===== src/rtl/pwm_cfg_scheduler_pkg.sv =====
// pwm_cfg_scheduler_pkg: shared types and clamp helpers for the PWM configuration scheduler.
// Rev 1.0
`default_nettype none

package pwm_cfg_scheduler_pkg;

  typedef enum logic [0:0] {
    PWM_OFF = 1'b0,
    PWM_ON  = 1'b1
  } _pwm_onoff;

  typedef enum logic [0:0] {
    CFG_IDLE = 1'b0,
    CFG_PEND = 1'b1
  } _cfg_state;

  typedef enum logic [1:0] {
    ERR_NONE        = 2'd0,
    ERR_PERIOD_ZERO = 2'd1,
    ERR_TIMEOUT     = 2'd2
  } _cfg_err;

  function automatic logic [15:0] clamp_compare(input logic [15:0] cmp, input logic [15:0] per);
    return (cmp > per) ? per : cmp;
  endfunction

  // An out-of-range initial carrier restarts the carrier from zero rather than saturating.
  function automatic logic [15:0] clamp_init(input logic [15:0] init, input logic [15:0] per);
    return (init > per) ? 16'd0 : init;
  endfunction

endpackage

`default_nettype wire


===== src/rtl/pwm_cfg_scheduler_rr_arbiter.sv =====
// pwm_cfg_scheduler_rr_arbiter: round-robin arbiter, priority starts one past the last granted index.
// Rev 1.0
`default_nettype none

module pwm_cfg_scheduler_rr_arbiter #(
  parameter int N = 2
) (
  input  logic                 clk,
  input  logic                 reset,
  input  logic [N-1:0]         req,
  input  logic                 advance,
  output logic [N-1:0]         grant,
  output logic [$clog2(N)-1:0] grant_idx
);

  localparam int IW = $clog2(N);

  logic [IW-1:0] ptr;
  logic          found;
  int            pos;

  always_ff @(posedge clk) begin
    if (reset) begin
      ptr <= '0;
    end else if (advance) begin
      ptr <= (grant_idx == IW'(N - 1)) ? '0 : grant_idx + 1'b1;
    end
  end

  always_comb begin
    grant     = '0;
    grant_idx = '0;
    found     = 1'b0;
    pos       = 0;
    for (int k = 0; k < N; k++) begin
      pos = int'(ptr) + k;
      if (pos >= N) pos = pos - N;
      if (!found && req[pos]) begin
        found      = 1'b1;
        grant[pos] = 1'b1;
        grant_idx  = IW'(pos);
      end
    end
  end

endmodule

`default_nettype wire


===== src/rtl/pwm_cfg_scheduler.sv =====
// pwm_cfg_scheduler: arbitrates and validates PWM channel config updates, commits them on a carrier
// boundary (or at once while off) and sequences pwm_onoff. Rev 1.0
`default_nettype none

module pwm_cfg_scheduler
  import pwm_cfg_scheduler_pkg::*;
#(
  parameter int          NREQ       = 2,
  parameter logic [15:0] DEF_PERIOD = 16'd999,
  parameter int          TIMEOUT    = 2**21
) (
  input  logic                    clk,
  input  logic                    reset,
  input  logic [NREQ-1:0]         req_valid,
  output logic [NREQ-1:0]         req_ready,
  input  logic [NREQ*16-1:0]      req_period,
  input  logic [NREQ*16-1:0]      req_compare,
  input  logic [NREQ*16-1:0]      req_init_carr,
  input  logic                    run_en,
  input  logic                    sync_event,
  output logic [15:0]             period,
  output logic [15:0]             compare,
  output logic [15:0]             init_carr,
  output _pwm_onoff               pwm_onoff,
  output logic [$clog2(NREQ)-1:0] grant_id,
  output logic                    commit_done,
  output logic                    err,
  output logic [1:0]              err_code,
  output logic                    clamped
);

  localparam int          IW     = $clog2(NREQ);
  localparam int          TW     = $clog2(TIMEOUT + 1);
  localparam logic [TW-1:0] T_LAST = TW'(TIMEOUT - 1);
  localparam logic [TW-1:0] T_MAX  = TW'(TIMEOUT);

  _cfg_state state, state_nxt;

  logic [NREQ-1:0] arb_grant;
  logic [IW-1:0]   arb_idx;
  logic            accept;
  logic            commit_now;
  logic            timeout_hit;

  logic [15:0]     sel_period, sel_compare, sel_init;

  logic            shadow_full;
  logic [15:0]     sh_period, sh_compare, sh_init;

  logic [TW-1:0]   pend_cnt;
  logic [TW-1:0]   stop_cnt;

  pwm_cfg_scheduler_rr_arbiter #(.N(NREQ)) u_arb (
    .clk       (clk),
    .reset     (reset),
    .req       (req_valid),
    .advance   (accept),
    .grant     (arb_grant),
    .grant_idx (arb_idx)
  );

  assign sel_period  = req_period[16*arb_idx +: 16];
  assign sel_compare = req_compare[16*arb_idx +: 16];
  assign sel_init    = req_init_carr[16*arb_idx +: 16];
  assign accept      = |(req_valid & req_ready);

  always_ff @(posedge clk) begin
    if (reset) state <= CFG_IDLE;
    else       state <= state_nxt;
  end

  always_comb begin
    state_nxt = state;
    case (state)
      CFG_IDLE: if (shadow_full && pwm_onoff == PWM_ON) state_nxt = CFG_PEND;
      CFG_PEND: if (commit_now || timeout_hit) state_nxt = CFG_IDLE;
      default:  state_nxt = CFG_IDLE;
    endcase
  end

  // The validation cycle after an accept runs in IDLE with the shadow full, so a sync_event
  // there cannot commit; a channel that is (or has just gone) off commits without waiting.
  always_comb begin
    req_ready   = '0;
    commit_now  = 1'b0;
    timeout_hit = 1'b0;
    case (state)
      CFG_IDLE: begin
        if (!shadow_full) req_ready = arb_grant;
        commit_now = shadow_full && (pwm_onoff == PWM_OFF);
      end
      CFG_PEND: begin
        commit_now  = shadow_full && (sync_event || pwm_onoff == PWM_OFF);
        timeout_hit = !commit_now && (pend_cnt == T_LAST);
      end
      default: ;
    endcase
  end

  always_ff @(posedge clk) begin
    if (reset) begin
      period      <= DEF_PERIOD;
      compare     <= '0;
      init_carr   <= '0;
      grant_id    <= '0;
      commit_done <= 1'b0;
      err         <= 1'b0;
      err_code    <= ERR_NONE;
      clamped     <= 1'b0;
      shadow_full <= 1'b0;
      sh_period   <= '0;
      sh_compare  <= '0;
      sh_init     <= '0;
      pend_cnt    <= '0;
    end else begin
      commit_done <= 1'b0;
      err         <= 1'b0;
      err_code    <= ERR_NONE;
      clamped     <= 1'b0;

      if (accept) begin
        if (sel_period == 16'd0) begin
          err      <= 1'b1;
          err_code <= ERR_PERIOD_ZERO;
        end else begin
          shadow_full <= 1'b1;
          sh_period   <= sel_period;
          sh_compare  <= clamp_compare(sel_compare, sel_period);
          sh_init     <= clamp_init(sel_init, sel_period);
          grant_id    <= arb_idx;
          clamped     <= (sel_compare > sel_period) || (sel_init > sel_period);
        end
      end

      if (commit_now) begin
        period      <= sh_period;
        compare     <= sh_compare;
        init_carr   <= sh_init;
        commit_done <= 1'b1;
        shadow_full <= 1'b0;
      end

      if (timeout_hit) begin
        shadow_full <= 1'b0;
        err         <= 1'b1;
        err_code    <= ERR_TIMEOUT;
      end

      if (state == CFG_PEND && state_nxt == CFG_PEND) begin
        if (pend_cnt != T_MAX) pend_cnt <= pend_cnt + 1'b1;
      end else begin
        pend_cnt <= '0;
      end
    end
  end

  // Start is immediate; a stop waits for the carrier boundary, bounded by the timeout.
  always_ff @(posedge clk) begin
    if (reset) begin
      pwm_onoff <= PWM_OFF;
      stop_cnt  <= '0;
    end else if (run_en) begin
      pwm_onoff <= PWM_ON;
      stop_cnt  <= '0;
    end else if (pwm_onoff == PWM_ON) begin
      if (sync_event || stop_cnt == T_LAST) begin
        pwm_onoff <= PWM_OFF;
        stop_cnt  <= '0;
      end else if (stop_cnt != T_MAX) begin
        stop_cnt <= stop_cnt + 1'b1;
      end
    end
  end

endmodule

`default_nettype wire


===== config.mk =====
export PLATFORM = sky130hd
export DESIGN_NAME = pwm_cfg_scheduler
export DESIGN_NICKNAME = d
export VERILOG_FILES = /design/src/rtl/pwm_cfg_scheduler_pkg.sv /design/src/rtl/pwm_cfg_scheduler_rr_arbiter.sv /design/src/rtl/pwm_cfg_scheduler.sv
export SDC_FILE = /design/constraint.sdc
export NUM_CORES = 1
export LEC_CHECK = 0
export CAP_MARGIN = 20
export CORE_MARGIN = 5
export CORE_UTILIZATION = 55
export DETAILED_ROUTE_END_ITERATION = 12
export GPL_TIMING_DRIVEN = 0
export HOLD_SLACK_MARGIN = 0.03
export PLACE_DENSITY_LB_ADDON = 0.08
export SYNTH_ARGS = -nofsm -noshare
export SYNTH_HDL_FRONTEND = slang
export SYNTH_SLANG_ARGS = --single-unit

===== constraint.sdc =====
create_clock -name clk -period 10.1 [get_ports clk]
set_input_delay 3.03 -clock clk [delete_from_list [all_inputs] [get_ports clk]]
set_output_delay 3.03 -clock clk [all_outputs]
set_load 0.02 [all_outputs]

==> impl_metrics.json <==
{
  "clock_path_buffers": 2,
  "required_ns": 7.07,
  "skew_ns": 0.00705,
  "startpoint_type": "input pin",
  "period_share_pct": 84.1,
  "grt.overflow.total": 0,
  "r2r_start": "u_arb.ptr",
  "drv_slew": 0,
  "pwr-share-clk_pct": 40.4,
  "dp.final_hpwl_um": 15800,
  "grt_usage_pct": 25.5,
  "antennaDiodeCount": 0,
  "status": "complete, no violations",
  "syn2layout_area_growth_pct": 32.7,
  "synth-simple-area-share_pct": 23.5,
  "gp_congestion": 0.926,
  "antenna_found_initial": 0,
  "synth_compound_area_share_pct": 13.1,
  "hold_viol": 0,
  "synth_edf_count": 0,
  "cts_inserted_buffers": 17,
  "path_clk_slew_ns": 0.06,
  "ys_seq_area_share_pct": 40.6,
  "worst_pin_slew_ns": 0.847,
  "min_period_ns": 8.49,
  "p_switching_w": 0.000456,
  "grt_pass1_vias": 6803,
  "p_int_w": 0.00120,
  "path_max_fanout": 10,
  "async_reset_ff_share_pct": 0,
  "clock_sink_count": 150,
  "p_leak_nw": 3.70,
  "coreArea_um2": 13200,
  "die_h_um": 126,
  "die_w_um": 126,
  "synth_top_family_by_area": "simple AND/OR/NAND/NOR gates",
  "cp_cell_sequence": "clkdlybuf4s50_1 > clkbuf_1 > nand2_4 > buf_1 > nor3_1 > clkdlybuf4s50_1",
  "die_area_um2": 15900,
  "syn_inst": 863,
  "finalSetupTns_ns": 0,
  "io_buffers": 158,
  "grt_pass1_wl_um": 32800,
  "slowest_stage": "clkdlybuf4s50_1",
  "dominantRegCellSynth": "dfxtp_1",
  "grt_max_degree": 17,
  "num_vias": 6803,
  "startpoint": "req_valid[1]",
  "wl_per_cell_um": 16.5,
  "synth.mux.area_fraction_pct": 6.98,
  "synth-seq-cells": 150,
  "regArea_um2": 3000,
  "fmax_ghz": 0.118,
  "dpl_worst_slack_ns": 1.64,
  "nets": 1174,
  "yosysWarningCount": 0,
  "setup_viol": 0,
  "most-common-layout-cells": "clkdlybuf4s50_1 (158), nand2_1 (154), dfxtp_1 (150), nor2_1 (78), a21oi_1 (77)",
  "timing.final.ws_setup_ns": 1.61,
  "cp.arrival_ns": 5.46,
  "power_per_cell_area_nw_per_um2": 169,
  "synthesis.nets": 997,
  "synthAdderAreaFrac_pct": 5.82,
  "cts_tree": "done",
  "worst-setup-path-type": "in -> out",
  "drtIter0Drc": 439,
  "drive_gt1_share_pct": 7.88,
  "peakVddDrop_mv": 0.132,
  "synthXorXnorAreaFrac_pct": 5.44,
  "num_io_pins": 159,
  "hold_path_class": "reg -> reg",
  "start_util_pct": 55.9,
  "clk_latency_ns": 0.42,
  "drc_errors": 0,
  "rows": 42,
  "via_per_inst": 5.54,
  "multiInputGateArea_um2": 4060,
  "cts-resized-gates": 0,
  "fillers": 1032,
  "yosysUniqueCellTypes": 59,
  "holdCritStartpoint": "compare[9]",
  "syn_avg_cell_area_um2": 8.58,
  "pwr-share-seq_pct": 39.7,
  "postRouteAntennaNets": 0,
  "postCtsSetupBuffers": 0,
  "final_common_cell": "clkdlybuf4s50_1",
  "cpPeakStageDelay_ns": 0.66,
  "ctsHoldBuffers": 0,
  "totalWireLength_um": 20300,
  "dr.pass1.iters": 5,
  "htreeDepth": 4,
  "cpMostUsedCell": "clkdlybuf4s50_1",
  "cts_root_buf": "clkbuf_16",
  "sw_frac_of_total_pct": 27.5,
  "rsz0062_at_grt": "no",
  "drv_cap": 0,
  "combPwrFrac_pct": 19.9,
  "end_kind": "primary output",
  "timing.slew.headroom_pct": 43.5,
  "synth_area_um2": 7400
}
==> path summary, 6_finish.rpt <==
check / endpoint / slack [ns] / cells past startpoint
setup / recovery: req_ready[1] / 1.61 / 6
hold / removal: compare[9] / 0.45 / 2
setup reg to reg: sh_compare[12] / 5.51 / 17
hold reg to reg: compare[9] / 0.45 / 2
==> flip-flops by register name, indices dropped and copies added, names as in the netlist, 2 cells and up <==
name	cells
pend_cnt	22
stop_cnt	22
compare	16
init_carr	16
period	16
sh_compare	16
sh_init	16
sh_period	16
err_code	2
==> critical path, delay by kind of cell <==
family	cells	cell delay, ns
and+or+nand+nor	2	0.49
buffers and inverters	4	1.94
==> kinds of logic (layout without fill, tap and decap cells) <==
kind of cell	count (synthesis)	in the layout
flip-flops	150	150
multiplexers	50	50
adder cells (fa/ha/maj)	35	35
AO/OA/AOI/OAI	143	143
buffers and inverters	74	264
AND/OR/NAND/NOR	365	365
XOR/XNOR	46	46
==> per-layer routing <==
| metal | routed length, um | part of all wire, % | GRT usage (%) | vias to the layer above |
|---|---|---|---|---|
| met4 | 524 | 2.6 | 9.65 | 0 |
| met1 | 8720 | 43 | 30.8 | 3205 |
| li1 | - | - | - | 3360 |
| met2 | 9730 | 48 | 43.9 | 203 |
| met5 | 0 | 0 | 0 | - |
| met3 | 1360 | 6.7 | 6.14 | 35 |
==> metrics by stage <==
step | hold slack (ns) | power, W | utilization (%) | instances | instance area, um^2
floorplan | 0.425 | 0.000862 | - | 863 | 7400
global placement | 0.438 | 0.000988 | 69.5 | 1197 | 9200
detailed placement | 0.444 | 0.000994 | 69.5 | 1197 | 9200
CTS | 0.448 | 0.00166 | 74.2 | 1229 | 9820
global route | 0.463 | 0.00172 | 74.2 | 1229 | 9820
finish | 0.454 | 0.00166 | 74.2 | 1229 | 9820
==> cell usage after synthesis, types with 4 or more instances <==
master / n / area share (%)
nand2_1: 154 / 7.8
dfxtp_1: 150 / 41
nor2_1: 78 / 4.0
a21oi_1: 77 / 5.2
mux2i_1: 37 / 5.0
ha_1: 32 / 5.4
inv_1: 30 / 1.5
xor2_1: 30 / 3.6
clkbuf_1: 26 / 1.3
nand3_1: 22 / 1.5
a211oi_1: 19 / 1.9
xnor2_1: 16 / 1.9
nand4_1: 15 / 1.3
nor4_1: 14 / 1.2
and3_1: 13 / 1.1
mux2_2: 13 / 2.0
nor3_1: 12 / 0.81
o21ai_0: 11 / 0.74
o221ai_2: 10 / 2.0
buf_2: 9 / 0.61
nand3b_1: 9 / 0.91
or3b_1: 8 / 0.95
nor2b_1: 6 / 0.51
buf_6: 5 / 0.76
or3b_2: 5 / 0.59
a31oi_1: 4 / 0.34
and2_1: 4 / 0.34
and4_1: 4 / 0.47
nand2b_1: 4 / 0.34
o221ai_1: 4 / 0.47
or3_1: 4 / 0.34
==> cell type report <==
| type | count | area share, % |
|---|---|---|
| clock inverters | 12 | 1.78 |
| multi-input cells | 639 | 41.3 |
| clock buffers | 20 | 4.55 |
| repair buffers | 158 | 16.1 |
| flip-flops and latches | 150 | 30.6 |
| inverters | 30 | 1.15 |
| plain buffers | 44 | 2.33 |
| well taps | 176 | 2.24 |
==> power groups by stage <==
stage / Combinational [W] / Sequential, W / Clock [W]
after detailed placement: 0.000324 / 0.000670 / 0
after CTS: 0.000328 / 0.000658 / 0.000672
final: 0.000329 / 0.000658 / 0.000670
after floorplan: 0.000183 / 0.000679 / 0
after global placement: 0.000318 / 0.000669 / 0
after global routing: 0.000358 / 0.000662 / 0.000696
Note: power is estimated with default switching activity, not from simulation.
